File: src/rtl/suma_pf_param.sv
// Multi-cycle floating-point adder/subtractor (IDLE/ALIGN/ADD/NORM/ROUND/DONE), subnormals flushed.
// Define SUMA_PF_RNE_EN for round-to-nearest-even; otherwise truncate toward zero with overflow saturation.
module suma_pf_param #(
    parameter int EXP_W = 8,
    parameter int MAN_W = 23
) (
    input  logic                 clk,
    input  logic                 rst_n,
    input  logic                 in_valid,
    output logic                 in_ready,
    input  logic [EXP_W+MAN_W:0] a,
    input  logic [EXP_W+MAN_W:0] b,
    input  logic                 sub,
    output logic                 out_valid,
    input  logic                 out_ready,
    output logic [EXP_W+MAN_W:0] result,
    output logic [2:0]           flags
);
    localparam int W   = 1 + EXP_W + MAN_W;
    localparam int FW  = MAN_W + 4;          // hidden + fraction + guard/round/sticky
    localparam int SW  = FW + 1;             // plus adder carry
    localparam int LZW = $clog2(FW + 1);
    localparam int XW  = EXP_W + LZW + 1;    // two's-complement working exponent

    localparam logic [W-1:0]  QNAN    = {1'b0, {EXP_W{1'b1}}, 1'b1, {(MAN_W-1){1'b0}}};
    localparam logic [XW-1:0] EXP_MAX = XW'((1 << EXP_W) - 1);

    typedef enum logic [2:0] {IDLE, ALIGN, ADD, NORM, ROUND, DONE} stateT;
    stateT state, stateNext;

    // operand registers (B already carries the effective sign)
    logic [W-1:0] opA, opB;

    // ALIGN results
    logic [FW-1:0]    alBig, alSmall;
    logic [EXP_W-1:0] alExp;
    logic             alSign, alSub, alZeroSign, alSpecial;
    logic [W-1:0]     alSpecRes;
    logic [2:0]       alSpecFlags;

    // ADD / NORM results
    logic [SW-1:0]    sumR;
    logic [FW-1:0]    nmMan;
    logic [XW-1:0]    nmExp;
    logic             nmZero, nmUf;

    // FSM
    always_ff @(posedge clk or negedge rst_n) begin
        if (!rst_n) state <= IDLE;
        else        state <= stateNext;
    end

    always_comb begin
        stateNext = state;
        in_ready  = 1'b0;
        out_valid = 1'b0;
        case (state)
            IDLE: begin
                in_ready = 1'b1;
                if (in_valid) stateNext = ALIGN;
            end
            ALIGN: stateNext = ADD;
            ADD:   stateNext = NORM;
            NORM:  stateNext = ROUND;
            ROUND: stateNext = DONE;
            DONE: begin
                out_valid = 1'b1;
                if (out_ready) stateNext = IDLE;
            end
            default: stateNext = IDLE;
        endcase
    end

    // ALIGN: unpack, classify, order by magnitude, shift smaller with G/R/S
    logic             sA, sB, nanA, nanB, infA, infB, zeroA, zeroB, aBig;
    logic [EXP_W-1:0] eA, eB, eBig, eSmall, expDiff;
    logic [MAN_W:0]   mA, mB, mBig, mSmall;
    logic [FW-1:0]    extSmall, shifted, alignedSmall;
    logic             lost, sBig;
    logic             specN;
    logic [W-1:0]     specResN;
    logic [2:0]       specFlagsN;

    assign sA    = opA[W-1];
    assign sB    = opB[W-1];
    assign eA    = opA[W-2:MAN_W];
    assign eB    = opB[W-2:MAN_W];
    assign nanA  = (&eA) && (|opA[MAN_W-1:0]);
    assign nanB  = (&eB) && (|opB[MAN_W-1:0]);
    assign infA  = (&eA) && !(|opA[MAN_W-1:0]);
    assign infB  = (&eB) && !(|opB[MAN_W-1:0]);
    assign zeroA = !(|eA);
    assign zeroB = !(|eB);
    assign mA    = zeroA ? '0 : {1'b1, opA[MAN_W-1:0]};
    assign mB    = zeroB ? '0 : {1'b1, opB[MAN_W-1:0]};
    assign aBig  = {eA, mA} >= {eB, mB};

    assign eBig     = aBig ? eA : eB;
    assign eSmall   = aBig ? eB : eA;
    assign mBig     = aBig ? mA : mB;
    assign mSmall   = aBig ? mB : mA;
    assign sBig     = aBig ? sA : sB;
    assign expDiff  = eBig - eSmall;
    assign extSmall = {mSmall, 3'b000};
    assign shifted  = extSmall >> expDiff;
    assign lost     = (shifted << expDiff) != extSmall;

    always_comb begin
        if (32'(expDiff) > MAN_W + 3)
            alignedSmall = {{(FW-1){1'b0}}, |mSmall};
        else
            alignedSmall = {shifted[FW-1:1], shifted[0] | lost};
    end

    always_comb begin
        specN      = 1'b1;
        specResN   = QNAN;
        specFlagsN = 3'b000;
        if (nanA || nanB) begin
            specResN = QNAN;
        end else if (infA && infB && (sA != sB)) begin
            specFlagsN = 3'b100;
        end else if (infA) begin
            specResN = {sA, {EXP_W{1'b1}}, {MAN_W{1'b0}}};
        end else if (infB) begin
            specResN = {sB, {EXP_W{1'b1}}, {MAN_W{1'b0}}};
        end else begin
            specN = 1'b0;
        end
    end

    // NORM: carry right-shift or leading-zero left-shift in one step
    logic [LZW-1:0] lzc;
    logic           found;
    logic [FW-1:0]  normShift;
    logic [XW-1:0]  expExt, expDec;

    always_comb begin
        lzc   = '0;
        found = 1'b0;
        for (int i = FW - 1; i >= 0; i--) begin
            if (!found) begin
                if (sumR[i]) found = 1'b1;
                else         lzc   = lzc + LZW'(1);
            end
        end
    end

    assign normShift = sumR[FW-1:0] << lzc;
    assign expExt    = {{(XW-EXP_W){1'b0}}, alExp};
    assign expDec    = expExt - {{(XW-LZW){1'b0}}, lzc};

    // ROUND
    logic           inc, inexact;
    logic [MAN_W+1:0] rnd;
    logic [XW-1:0]  rExp;
    logic [W-1:0]   ovfRes, resN;
    logic [2:0]     flN;

`ifdef SUMA_PF_RNE_EN
    assign inc    = nmMan[2] & (nmMan[1] | nmMan[0] | nmMan[3]);
    assign ovfRes = {alSign, {EXP_W{1'b1}}, {MAN_W{1'b0}}};
`else
    assign inc    = 1'b0;
    assign ovfRes = {alSign, {(EXP_W-1){1'b1}}, 1'b0, {MAN_W{1'b1}}};
`endif

    assign inexact = |nmMan[2:0];
    assign rnd     = {1'b0, nmMan[FW-1:3]} + (MAN_W+2)'(inc);
    // a rounding carry leaves the fraction bits at zero, so only the exponent moves
    assign rExp    = nmExp + XW'(rnd[MAN_W+1]);

    always_comb begin
        resN = {alSign, rExp[EXP_W-1:0], rnd[MAN_W-1:0]};
        flN  = {2'b00, inexact};
        if (alSpecial) begin
            resN = alSpecRes;
            flN  = alSpecFlags;
        end else if (nmZero) begin
            resN = {alZeroSign, {(W-1){1'b0}}};
            flN  = 3'b000;
        end else if (nmUf) begin
            resN = {alSign, {(W-1){1'b0}}};
            flN  = 3'b001;
        end else if (rExp >= EXP_MAX) begin
            resN = ovfRes;
            flN  = 3'b011;
        end
    end

    // datapath registers
    always_ff @(posedge clk or negedge rst_n) begin
        if (!rst_n) begin
            opA         <= '0;
            opB         <= '0;
            alBig       <= '0;
            alSmall     <= '0;
            alExp       <= '0;
            alSign      <= 1'b0;
            alSub       <= 1'b0;
            alZeroSign  <= 1'b0;
            alSpecial   <= 1'b0;
            alSpecRes   <= '0;
            alSpecFlags <= '0;
            sumR        <= '0;
            nmMan       <= '0;
            nmExp       <= '0;
            nmZero      <= 1'b0;
            nmUf        <= 1'b0;
            result      <= '0;
            flags       <= '0;
        end else begin
            case (state)
                IDLE: if (in_valid) begin
                    opA <= a;
                    opB <= {b[W-1] ^ sub, b[W-2:0]};
                end
                ALIGN: begin
                    alBig       <= {mBig, 3'b000};
                    alSmall     <= alignedSmall;
                    alExp       <= eBig;
                    alSign      <= sBig;
                    alSub       <= sA ^ sB;
                    alZeroSign  <= zeroA & zeroB & sA & sB;
                    alSpecial   <= specN;
                    alSpecRes   <= specResN;
                    alSpecFlags <= specFlagsN;
                end
                ADD: begin
                    if (alSub) sumR <= {1'b0, alBig} - {1'b0, alSmall};
                    else       sumR <= {1'b0, alBig} + {1'b0, alSmall};
                end
                NORM: begin
                    nmZero <= 1'b0;
                    nmUf   <= 1'b0;
                    if (sumR[SW-1]) begin
                        nmMan <= {sumR[SW-1:2], sumR[1] | sumR[0]};
                        nmExp <= expExt + XW'(1);
                    end else if (sumR == '0) begin
                        nmMan  <= '0;
                        nmExp  <= '0;
                        nmZero <= 1'b1;
                    end else begin
                        nmMan <= normShift;
                        nmExp <= expDec;
                        nmUf  <= expDec[XW-1] || (expDec == '0);
                    end
                end
                ROUND: begin
                    result <= resN;
                    flags  <= flN;
                end
                default: ;
            endcase
        end
    end
endmodule

File: config.mk
export PLATFORM = sky130hd
export DESIGN_NAME = suma_pf_param
export DESIGN_NICKNAME = d
export VERILOG_FILES = /design/src/rtl/suma_pf_param.sv
export SDC_FILE = /design/constraint.sdc
export NUM_CORES = 1
export LEC_CHECK = 0
export ABC_AREA = 1
export CORE_MARGIN = 3
export CORE_UTILIZATION = 50
export CTS_BUF_LIST = sky130_fd_sc_hd__clkbuf_8
export DETAILED_ROUTE_END_ITERATION = 16
export GPL_TIMING_DRIVEN = 0
export PLACE_DENSITY = 0.68
export SLEW_MARGIN = 40
export SYNTH_ARGS = -nofsm -noshare
export SYNTH_HDL_FRONTEND = slang
export SYNTH_SLANG_ARGS = --single-unit
File: constraint.sdc
create_clock -name clk -period 28.2 [get_ports clk]
set_clock_uncertainty 0.1 [all_clocks]
set_input_delay 4.23 -clock clk [delete_from_list [all_inputs] [get_ports clk]]
set_output_delay 4.23 -clock clk [all_outputs]
set_load 0.01 [all_outputs]
* Word level (Yosys, flattened, before mapping)
Cells that the tools add are included.
** Word-level totals
- Flip-flop bits (word level) :: 270
- Output and inout bits :: 37
- Word-level logic and storage cells :: 241
- Input bits :: 69
** Operators by class
- Shift-type cells :: 3
- Multiplexer cells :: 144
- Bitwise logic cells :: 7
- Add/subtract/negate cells :: 31
- Reductions and logical operators :: 25
- Order comparisons :: 3
- Equality and inequality tests :: 9
** Operators with widths (count)
- $mux 5 :: 52
- $mux 32 :: 6
- $add 5x1->5 const B :: 26
- $mux 24 :: 4
- $mux 1 :: 63
- $mux 31 :: 2
- $mux 26 :: 2
- $reduce_or 23->1 :: 2
- $ge 32x32->1 :: 1
- $add 27x27->28 :: 1
- $logic_not 28->1 :: 1
- $mux 14 :: 2
- $mux 28 :: 1
- $sub 27x27->28 :: 1
- $mux 27 :: 1
- $ne 27x27->1 :: 1
- $shl 27x5->26 :: 1
- $shl 27x8->27 :: 1
- $shr 27x8->27 :: 1
- $reduce_or 24->1 :: 1
- $pmux 3 s6 :: 1
- $mux 8 :: 2
- $reduce_and 8->1 :: 2
- $reduce_or 8->1 :: 2
- other kinds (22) :: 45

* Longest topological paths before layout
- Word-level depth :: 84
- Depth in mapped cells :: 103
- Gate-level depth less buffers :: 102

* Worst setup path after synthesis
No wires, ideal clock.
- Path kind :: register to register
- Start point :: register sumR[25]
- End point :: register nmUf
- Library setup time :: 0.134 ns
- Cell stages (with the launch flop) :: 104
- Required time :: 27.966 ns
- Buffers on the path :: 1
- Arrival :: 15.541 ns
- Setup slack :: 12.425 ns
- Clock period less this slack :: 15.775 ns
- Cell sequence :: dfrtp_1 inv_2 nor2_1 ha_1 inv_1 a21oi_1 ha_1 a21oi_1 o21ai_0 nand2_1 inv_1 ha_1 nand2_1 nand2_1 ha_1 o21ai_0 inv_1 ha_1 (+68 left out) nand2_1 inv_1 nand3_1 nand2_1 buf_2 ha_1 nand2_1 nor2_1 a211oi_1 nor2_1 o21ai_0 inv_1 nor2_1 nand3_1 xor2_1 nor3_1 o21ai_0 o21ai_0
** On the way
- Cells in the longest elaborated chain, start to end :: 82
- Elaborated cells between the ends (all ways) :: 109
- Classes of those cells :: add/sub (26); mux (80); reduce/logical (3)
** Ends and longest elaborated chain
- start, declared :: RTL line 42 : logic [SW-1:0] sumR;
- start signal, assigned :: RTL line 230 : if (alSub) sumR <= {1'b0, alBig} - {1'b0, alSmall};
- start signal, assigned :: RTL line 231 : else sumR <= {1'b0, alBig} + {1'b0, alSmall};
- $mux 5 :: RTL line 143 : if (sumR[i]) found = 1'b1;
- $mux 5 :: RTL line 142 : if (!found) begin
- $add 5x1->5 :: RTL line 144 : else lzc = lzc + LZW'(1);
- $mux 5 :: RTL line 143
- $mux 5 :: RTL line 142
- $add 5x1->5 :: RTL line 144
- $mux 5 :: RTL line 143
- $mux 5 :: RTL line 142
- (+66 left out)
- $add 5x1->5 :: RTL line 144
- $mux 5 :: RTL line 143
- $mux 5 :: RTL line 142
- $sub 8x5->9 :: RTL line 151 : assign expDec = expExt - {{(XW-LZW){1'b0}}, lzc};
- $logic_not 14->1 :: RTL line 246 : nmUf <= expDec[XW-1] || (expDec == '0);
- $logic_or 1x1->1 :: RTL line 246
- $mux 1 (*) :: RTL line 239 : end else if (sumR == '0) begin
- $mux 1 (*) :: RTL line 236 : if (sumR[SW-1]) begin
- end signal, assigned :: RTL line 246
- end, declared :: RTL line 45 : logic nmZero, nmUf;
Every way passes the cells marked *; elsewhere a longest branch is shown, timed or not.
A chain may end at the register's enable or synchronous reset.

* Worst setup path after layout
Ends and elaborated chain as after synthesis.

==> summary.md <==
| Metric | Value |
|---|---|
| Hold crit path type | reg -> reg |
| Final min period | 18.23 ns |
| Layout cell share with drive strength beyond 1 | 5.966% |
| Max clock buf depth | 3 |
| Worst r2r src | sumR[25]$_DFFE_PN0N_ |
| Cell count after synthesis | 3,052 |
| Metal-1 WL | 30,510 µm |
| Unique masters post-synth | 64 |
| Largest area contributor in the synthesized netlist | dfrtp_1 |
| Yosys top cell area share | 29.40% |
| Fmax | 0.05485 GHz |
| Synthesis-to-finish area growth | 13.53% |
| Largest net degree at the start of global routing | 80 |
| Slew Limit Fails | 0 |
| Worst skew pair latency | 0.65 ns |
| Post-synth EDFFs | 0 |
| Flops & latches, synth | 235 |
| Buf+Inv Stages, Crit Path | 20 |
| Die area | 42,440 µm² |
| Max H-tree Level | 2 |
| Seq/Total Area, Yosys | 29.40% |
| Vias in the first global route | 21,850 |
| Total Routing Usage GR | 39.10% |
| First-pass GRT wire length | 125,900 µm |
| Unrepaired setup endpoints after global routing | false |
| Delay-heaviest family, CP | adder cells |
| Setup Fix Bufs, Post-CTS | 0 |
| Most frequent cells in the layout | nand2_1, nand3_1, inv_1, o21ai_0, dfrtp_1 |
| Status | finished, final reports clean |
| Num rows | 72 |
| Ys flop type | dfrtp_1 |
| Hold Path Depth | 2 |
| Die Ht | 206.0 µm |
| Period utilisation layout | 64.65% |
| Worst Hold Endpoint | flags[2]$_DFFE_PN0N_ |
| Pre-CTS setup slack | 10.48 ns |
| Ys async rst share | 100.0% |
| Worst setup path category | reg -> reg |
| Slew HR | 33.21% |
| Final Hold Fails | 0 |
| Dpl hpwl | 67,110 µm |
| CTS Hold Bufs | 0 |
| Starting Density | 51.16% |
| Antenna violations before repair | 3 |
| Setup crit end kind | flip-flop |
| Drt total wl | 83,390 µm |
| Met2 routed WL | 39,520 µm |
| Worst R2R Setup Slack | 9.97 ns |
| DR vias/cell | 6.063 |
| Cell mode on critical path | ha_1 |
| Hold path start | flags[2]$_DFFE_PN0N_ |
| Clock-pin slew on the worst setup and hold paths | 0.07 ns |
| Reg-to-Reg End | nmUf$_DFFE_PN0N_ |
| CP Max Fanout | 10 |
| CTS tree | yes |
| Worst EP required | 28.56 ns |
| Top layer in use | met5 |
| Die X | 206.0 µm |
| Mapped Area | 20,000 µm² |
| Crit path DAT | 18.59 ns |
| Core Footprint | 39,100 µm² |
| Worst path slowest cell | dfrtp_1 |
| Final Setup Violations | 0 |
| Max Cap Viol | 0 |
| Syn_nets | 3,237 |
| CTS resizes | 0 |
| CTS root buf | clkbuf_8 |
| Commonest non-fill, non-tap cell in the layout | nand2_1 |
| Min setup slack post-route | 9.969 ns |
| Crit-path max cell delay | 0.51 ns |
| Antenna-violating nets left | 0 |
| Synthesis warning total | 0 |
| Input/output buffers | 105 |
| Wire per inst | 22.20 µm |
| DRT iter0 DRCs | 2,546 |
| Drt drc | 0 |
| Worst-case reg-to-reg path depth | 103 |
| GRT Residual Overflow | 0 |
| CTS sink count | 235 |
| Setup total negative slack | 0 ns |
| RePlAce Congestion | 1.096 |
| Syn avg cell area | 6.554 µm² |
| First-pass DRT Iterations | 6 |
| Ports | 106 |
| CP Launch Type | flip-flop |
| CTS Buf Count | 42 |
| Worst Tran Pin Value | 0.9942 ns |
| Routed via count | 22,770 |
| Met3 routed WL | 6189 µm |
| Final nets | 3,389 |
| Largest cells by area after synthesis | dfrtp_1, nand2_1, nand3_1, o21ai_0, ha_1 |
[flip-flops by register name, summed over array words and instances, names as in the netlist, 8 cells and up]
register  count
result       32
alSmall      27
alExp         8
alBig        24
opB          32
sumR         28
opA          32
nmMan        26
nmExp        10
[worst max-delay path by stage]
stage / startpoint / endpoint / cells after the start
6_report: sumR[25]$_DFFE_PN0N_ / nmUf$_DFFE_PN0N_ / 103
5_1_grt: sumR[25]$_DFFE_PN0N_ / nmUf$_DFFE_PN0N_ / 103
4_1_cts: sumR[25]$_DFFE_PN0N_ / nmUf$_DFFE_PN0N_ / 103
3_5_place_dp: sumR[25]$_DFFE_PN0N_ / nmUf$_DFFE_PN0N_ / 103
3_3_place_gp: sumR[25]$_DFFE_PN0N_ / nmUf$_DFFE_PN0N_ / 103
2_1_floorplan: sumR[25]$_DFFE_PN0N_ / nmUf$_DFFE_PN0N_ / 103
[synthesized netlist by cell type, types with 7 or more instances]
cell	count
a21boi_0	7
o22ai_1	17
o211ai_1	22
ha_1	114
nor3_1	22
nor2_4	9
o21ai_1	20
nor2_2	16
clkbuf_1	106
nor2_1	150
nand2_1	765
o31ai_1	7
dfrtp_1	235
nand3b_1	7
a21oi_1	160
nand3_1	430
xor2_1	35
buf_1	19
buf_2	15
inv_1	339
nand4_1	83
nand2_2	21
o221ai_1	9
nor4_1	13
o21ai_0	310
nand3_2	18
inv_2	18
[through the flow]
stage / cell area, µm² / std cells / utilization (%) / hold WS, ns
after detailed placement: 21800 / 3678 / 55.76 / 0.3731
after global placement: 21700 / 3675 / 55.51 / 0.3652
final: 22710 / 3756 / 58.08 / 0.3905
after floorplan: 20000 / 3052 / - / 0.3405
after global routing: 22700 / 3753 / 58.06 / 0.3960
after CTS: 22690 / 3753 / 58.05 / 0.3860
[layout make-up]
type                            count  area, µm²
Fill cell                        3718      16390
Timing Repair Buffer              108       1139
Antenna cell                        3      7.507
Clock inverter                     25      206.4
Tap cell                          518      648.1
Multi-Input combinational cell   2309      12180
Clock buffer                       50      688.2
Buffer                            145      593.1
Inverter                          363       1365
Sequential cell                   235       5881
[layer usage]
metal / GRT usage, % / vias up
li1: - / 10570
met1: 44.53 / 10710
met2: 66.50 / 1182
met3: 6.174 / 308
met4: 28.53 / 2
met5: 0 / -
[cell families after synthesis]
logic type | synth area share (%)
AOI/OAI and AO/OA | 16.49
xor gates and xnor gates | 1.958
adders and majority gates | 7.331
buffers and inverters | 9.789
DFF | 29.40
muxes | 0.1001
and+or+nand+nor | 34.93
[worst register-to-register path, delay by kind of cell, from the launching register on]
kind,cells,cell delay (ns)
AND/OR/NAND/NOR,27,2.98
adder cells (fa/ha/maj),26,7.23
XOR/XNOR,1,0.20
flip-flops,1,0.51
buffers and inverters,20,1.46
AO/OA/AOI/OAI,29,5.51
Power is left out: the tool's default activity adds up to more than one toggle a clock period on the data nets, which glitch-free logic cannot reach.
